## src/rtl/spram_arbiter.sv

```systemverilog
// Single-port SPRAM arbiter: display line-fetch reads take priority over a buffered
// pixel-write FIFO, with a bounded read run so queued writes still drain in long bursts.
module spram_arbiter #(
   parameter int WFIFO_DEPTH = 4,
   parameter int MAX_RD_RUN  = 16
) (
   input  logic                                 clk,
   input  logic                                 rst_n,
   input  logic                                 wr_valid,
   output logic                                 wr_ready,
   input  logic [15:0]                          wr_addr,
   input  logic [11:0]                          wr_data,
   output logic [$clog2(WFIFO_DEPTH+1)-1:0]     wfifo_level,
   input  logic                                 rd_start,
   input  logic [15:0]                          rd_base,
   input  logic [7:0]                           rd_len,
   output logic                                 rd_busy,
   output logic                                 rd_data_valid,
   output logic [11:0]                          rd_data,
   output logic [7:0]                           rd_idx,
   output logic                                 rd_done,
   output logic [15:0]                          spram_addr,
   output logic [11:0]                          spram_wr_data,
   output logic                                 spram_wre,
   output logic                                 spram_ce,
   input  logic [11:0]                          spram_rd_data
);
   localparam int AW = $clog2(WFIFO_DEPTH);
   localparam int LW = $clog2(WFIFO_DEPTH + 1);
   localparam int RW = $clog2(MAX_RD_RUN + 1);

   typedef enum logic [1:0] {S_IDLE, S_ISSUE, S_DRAIN} state_t;

   state_t         state_q, state_d;
   logic [27:0]    fifo_mem [WFIFO_DEPTH];
   logic [AW-1:0]  wptr_q, rptr_q;
   logic [LW-1:0]  level_q;
   logic [15:0]    base_q;
   logic [7:0]     len_q, issue_cnt_q;
   logic [RW-1:0]  run_cnt_q;
   logic           rd_done_q, rd_done_d;
   logic           op_ce_q, op_wre_q, op_ce_d, op_wre_d;
   logic [15:0]    op_addr_q, op_addr_d;
   logic [11:0]    op_data_q, op_data_d;
   logic [7:0]     op_idx_q, op_idx_d;
   logic           spram_ce_q, spram_wre_q;
   logic [15:0]    spram_addr_q;
   logic [11:0]    spram_wr_data_q;
   logic           trk1_valid_q, trk2_valid_q;
   logic [7:0]     trk1_idx_q, trk2_idx_q;
   logic           rd_data_valid_q;
   logic [11:0]    rd_data_q;
   logic [7:0]     rd_idx_q;
   logic           push, pop, read_go, fifo_empty, run_full, start_acc, last_issue;
   logic [27:0]    fifo_head;

   assign fifo_empty = (level_q == '0);
   assign wr_ready   = (level_q != LW'(WFIFO_DEPTH));
   assign push       = wr_valid && wr_ready;
   assign fifo_head  = fifo_mem[rptr_q];
   assign run_full   = (run_cnt_q == RW'(MAX_RD_RUN));

   // Grant: reads win unless the run limit is hit while a write is waiting.
   assign read_go    = (state_q == S_ISSUE) && !(run_full && !fifo_empty);
   assign pop        = !read_go && !fifo_empty;
   assign start_acc  = rd_start && !rd_busy;
   assign last_issue = read_go && (issue_cnt_q == len_q - 8'd1);
   assign rd_done_d  = (state_q == S_DRAIN) &&
                       ((len_q == 8'd0) || (trk2_valid_q && (trk2_idx_q == len_q - 8'd1)));

   always_ff @(posedge clk) begin
      if (push) fifo_mem[wptr_q] <= {wr_addr, wr_data};
   end

   always_ff @(posedge clk or negedge rst_n) begin
      if (!rst_n) begin
         wptr_q  <= '0;
         rptr_q  <= '0;
         level_q <= '0;
      end else begin
         if (push) wptr_q <= wptr_q + AW'(1);
         if (pop)  rptr_q <= rptr_q + AW'(1);
         level_q <= level_q + LW'(push) - LW'(pop);
      end
   end

   always_ff @(posedge clk or negedge rst_n) begin
      if (!rst_n) state_q <= S_IDLE;
      else        state_q <= state_d;
   end

   always_comb begin
      state_d = state_q;
      case (state_q)
         S_IDLE:  if (start_acc) state_d = (rd_len == 8'd0) ? S_DRAIN : S_ISSUE;
         S_ISSUE: if (last_issue) state_d = S_DRAIN;
         S_DRAIN: if (rd_done_d) state_d = S_IDLE;
         default: state_d = S_IDLE;
      endcase
   end

   // Busy stays up through the rd_done cycle even though the FSM is already idle.
   always_comb begin
      rd_busy = (state_q != S_IDLE) || rd_done_q;
   end

   always_comb begin
      op_ce_d   = 1'b0;
      op_wre_d  = op_wre_q;
      op_addr_d = op_addr_q;
      op_data_d = op_data_q;
      op_idx_d  = op_idx_q;
      if (read_go) begin
         op_ce_d   = 1'b1;
         op_wre_d  = 1'b0;
         op_addr_d = base_q + {8'd0, issue_cnt_q};
         op_idx_d  = issue_cnt_q;
      end else if (pop) begin
         op_ce_d   = 1'b1;
         op_wre_d  = 1'b1;
         op_addr_d = fifo_head[27:12];
         op_data_d = fifo_head[11:0];
      end
   end

   always_ff @(posedge clk or negedge rst_n) begin
      if (!rst_n) begin
         base_q      <= '0;
         len_q       <= '0;
         issue_cnt_q <= '0;
         run_cnt_q   <= '0;
         rd_done_q   <= 1'b0;
      end else begin
         if (start_acc) begin
            base_q      <= rd_base;
            len_q       <= rd_len;
            issue_cnt_q <= '0;
         end else if (read_go) begin
            issue_cnt_q <= issue_cnt_q + 8'd1;
         end
         if ((state_q == S_ISSUE) && (state_d != S_ISSUE)) run_cnt_q <= '0;
         else if (read_go && !run_full)                      run_cnt_q <= run_cnt_q + RW'(1);
         else if (pop)                                       run_cnt_q <= '0;
         rd_done_q <= rd_done_d;
      end
   end

   // Two register stages to the pins, then a two-stage tag pipe matching SPRAM read latency.
   always_ff @(posedge clk or negedge rst_n) begin
      if (!rst_n) begin
         op_ce_q         <= 1'b0;
         op_wre_q        <= 1'b0;
         op_addr_q       <= '0;
         op_data_q       <= '0;
         op_idx_q        <= '0;
         spram_ce_q      <= 1'b0;
         spram_wre_q     <= 1'b0;
         spram_addr_q    <= '0;
         spram_wr_data_q <= '0;
         trk1_valid_q    <= 1'b0;
         trk1_idx_q      <= '0;
         trk2_valid_q    <= 1'b0;
         trk2_idx_q      <= '0;
         rd_data_valid_q <= 1'b0;
         rd_data_q       <= '0;
         rd_idx_q        <= '0;
      end else begin
         op_ce_q         <= op_ce_d;
         op_wre_q        <= op_wre_d;
         op_addr_q       <= op_addr_d;
         op_data_q       <= op_data_d;
         op_idx_q        <= op_idx_d;
         spram_ce_q      <= op_ce_q;
         spram_wre_q     <= op_wre_q;
         spram_addr_q    <= op_addr_q;
         spram_wr_data_q <= op_data_q;
         trk1_valid_q    <= op_ce_q && !op_wre_q;
         trk1_idx_q      <= op_idx_q;
         trk2_valid_q    <= trk1_valid_q;
         trk2_idx_q      <= trk1_idx_q;
         rd_data_valid_q <= trk2_valid_q;
         if (trk2_valid_q) begin
            rd_data_q <= spram_rd_data;
            rd_idx_q  <= trk2_idx_q;
         end
      end
   end

   assign wfifo_level   = level_q;
   assign rd_done       = rd_done_q;
   assign rd_data_valid = rd_data_valid_q;
   assign rd_data       = rd_data_q;
   assign rd_idx        = rd_idx_q;
   assign spram_ce      = spram_ce_q;
   assign spram_wre     = spram_wre_q;
   assign spram_addr    = spram_addr_q;
   assign spram_wr_data = spram_wr_data_q;
endmodule

```

## config.mk

```make
export PLATFORM = sky130hd
export DESIGN_NAME = spram_arbiter
export DESIGN_NICKNAME = d
export VERILOG_FILES = /design/src/rtl/spram_arbiter.sv
export SDC_FILE = /design/constraint.sdc
export NUM_CORES = 1
export LEC_CHECK = 0
export CAP_MARGIN = 20
export CORE_UTILIZATION = 55
export DETAILED_ROUTE_END_ITERATION = 10
export PLACE_DENSITY_LB_ADDON = 0.08
export SLEW_MARGIN = 20
export SYNTH_ARGS = -nofsm -noshare
export SYNTH_HDL_FRONTEND = slang
export SYNTH_SLANG_ARGS = --single-unit
```

## constraint.sdc

```tcl
create_clock -name clk -period 5.1 [get_ports clk]
set_clock_uncertainty 0.1 [all_clocks]
set_input_delay 0.765 -clock clk [delete_from_list [all_inputs] [get_ports clk]]
set_output_delay 0.765 -clock clk [all_outputs]
set_load 0.03 [all_outputs]
```

==> results.yml <==
status:
  status: "finished, final reports clean"
critical_path:
  crit_required_ns: 5.44
  crit_top_cell: "inv_1"
  r2r_start: "run_cnt_q[0]"
  endpoint: "wfifo_level[2]"
  cpPeakStageDelay_ns: 0.40
  cp_slowest_cell: "dfrtp_1"
  r2r-end: "wfifo_level[2]"
  cp_max_fo: 26
  cp-startpoint: "run_cnt_q[0]"
  critPathLaunchType: "flip-flop"
  rr_worst_depth: 13
  crit_type: "flip-flop to flip-flop"
  cp_data_arrival_time_ns: 3.53
  rrSetupSlack_ns: 1.91
  crit_path_end_kind: "flip-flop"
  crit_chain: "inv_1 > ha_1 > and4bb_2 > o21ai_2 > buf_4 > inv_1 > ha_1 > inv_1 > ha_1 > inv_1 > fa_1 > xnor2_1 > xnor2_1"
yosys:
  synth-main-ff-cell: "dfrtp_1"
  yosys.area.top_type: "dfrtp_1"
  syn-cell-area_um2: 10500
  synth_nets: 782
  synth_warnings: 0
  yosysTopAreaCellShare: 0.367
  netlist_instances: 694
  synth_edf_count: 112
  synth_seq_cells: 266
  synth.most_common_cell: "dfrtp_1"
  syn_area_per_cell_um2: 15.1
  ys_seq_area_frac: 0.687
  synth-async-reset-ratio: 0.579
  synth_cell_type_count: 50
  synth_area_leaders: "dfrtp_1 37%, edfxtp_1 32%, mux4_2 6.0%"
  yosys-top-cells-count: "154 x dfrtp_1, 112 x edfxtp_1, 62 x nand2_1"
floorplanning:
  initial_core_util: 0.561
  die_y_um: 140
  ioPinCount: 125
  die_area_um2: 19600
  core.rowCount: 50
  coreArea_um2: 18700
  die_x_um: 140
finish:
  regArea_um2: 7220
  layout.nets: 921
  multi_input_area_um2: 3100
  drive_gt1_frac: 0.162
  diodes: 0
  area_growth_pct: 23.1
  fill_cells: 1274
  final_area_um2: 12900
detailed_routing:
  drt_iter0_markers: 342
  detailedRoute.firstPassIterationCount: 5
  totalWireLength_mm: 20.5
  vias: 6075
  wire_per_inst_um: 18.8
  vias_per_cell: 5.58
  ant_nets: 0
  drcViolationCount: 0
grt:
  antenna_found_initial: 0
  grt_pass1_wl_mm: 33.2
  grt_max_degree: 116
  grt_usage: 0.219
  grt-ovfl-total: 0
  first_global_vias: 6315
clock_network:
  cts_root_buffer: "clkbuf_16"
  cts_hold_buf: 0
  numCtsBuffers: 28
  post_cts_buffers: 0
  clock-sinks: 266
  cts_resized: 0
  clockBufferDepth: 3
  cts_tree: "yes"
  cts.clk_slew.worst_paths_ns: 0.06
  insertion_delay_ns: 0.55
  htree_levels: 1
sta:
  hold_violations: 0
  max_freq_ghz: 0.313
  rsz0062_at_grt: "false"
  setup_viol: 0
  post-route-period-util: 0.626
  fin_tns_setup_ns: 0
  slew_headroom: 0.401
  final_max_slew_viol_count: 0
  worst_slew_pin_slew_ns: 0.898
  holdWs_ns: 0.248
  period_needed_ns: 3.19
min_path:
  min_path_type: "input pin to asynchronous set/reset pin"
power_and_ir_drop:
  leakage_nw: 5.13
  powerDensity_nw_per_um2: 640
  ir_drop_v: 0.000367
placed_design:
  gp_congestion: 0.792
  portBuffers: 124
  dpl.hpwl_mm: 13.2
  dpl_cell_area_um2: 12000
run:
  maxCapViolCount: 0
-- layout by cell type (no fill, tap or decap), types with 8 or more instances in the layout --
master	count
buf_4	9
a21oi_1	26
or3_1	8
nor2_1	32
clkbuf_16	29
xor2_1	15
clkdlybuf4s50_1	123
inv_1	22
dfrtp_1	153
nand2_1	62
o22ai_1	9
ha_1	18
mux2_2	47
edfxtp_1	112
xnor2_1	21
mux4_2	28
nand3_1	11
o21ai_0	28
-- state kept, by name (all words and copies together) (netlist names), 2 cells and up --
signal         count
base_q            16
fifo_mem         112
issue_cnt_q        8
len_q              8
op_addr_q         16
op_data_q         12
op_idx_q           8
rd_data           12
rd_idx             8
rptr_q             2
run_cnt_q          5
spram_addr        16
spram_wr_data     12
state_q            2
trk1_idx_q         8
trk2_idx_q         8
wfifo_level        3
wptr_q             2
-- worst min path at each step --
stage          slack [ns]  depth (start not counted)            end
3_5_place_dp         0.23                          0   trk2_valid_q
6_report             0.25                          1  rd_data_valid
3_3_place_gp         0.23                          0  trk2_idx_q[0]
2_1_floorplan        0.23                          0  trk2_idx_q[0]
4_1_cts              0.25                          0  trk2_idx_q[6]
5_1_grt              0.25                          0  trk2_idx_q[3]
-- critical path: cells and delay by family (launching register included) --
| kind | cells | cell delay [ns] |
|---|---|---|
| adders and majority gates | 4 | 1.05 |
| buffers and inverters | 5 | 0.81 |
| and+or+nand+nor | 1 | 0.27 |
| xor gates and xnor gates | 2 | 0.35 |
| AOI/OAI and AO/OA | 1 | 0.11 |
| DFF | 1 | 0.40 |
-- cells by family (layout without fill, tap and decap cells) --
logic type | count (synthesis) | count (layout) | share of synthesized area
mux | 78 | 78 | 0.113
simple gates | 159 | 159 | 0.0735
fa+ha+maj | 20 | 20 | 0.0253
compound gates | 89 | 89 | 0.0529
xor+xnor | 36 | 36 | 0.0300
flops | 266 | 266 | 0.687
buf+inv | 46 | 206 | 0.0176
-- stage by stage --
| step | cells | util | total power, mW | setup WS, ns |
|---|---|---|---|---|
| final | 1088 | 0.691 | 8.27 | 1.91 |
| after global placement | 1037 | 0.642 | 6.25 | 2.07 |
| after detailed placement | 1037 | 0.642 | 6.36 | 1.89 |
| after global routing | 1088 | 0.691 | 8.75 | 1.65 |
| after floorplan | 694 | - | 5.35 | 2.29 |
| after CTS | 1088 | 0.691 | 8.35 | 1.88 |
-- power by group --
group          internal, mW  switching, mW  leakage [nW]
Sequential             2.97          0.563          2.90
Combinational          1.30           1.46          1.79
Clock                  1.18          0.797         0.451
Total                  5.45           2.82          5.13
-- per-layer routing --
layer  vias up  track usage  wire length [um]
li1       2812            -                 -
met2       179        0.377             10300
met1      3043        0.289              8560
met4         0       0.0619               503
met5         -            0                 0
met3        41       0.0379              1070
-- cell type report --
type                       count  share of cell area
sequential                   266               0.559
multi-input combinational    382               0.240
timing repair buffer         133               0.102
clock buffer                  42              0.0646
tap                          234              0.0227
inverter                      22             0.00639
clock inverter                 9             0.00629
Power figures use the tool's default switching activity.
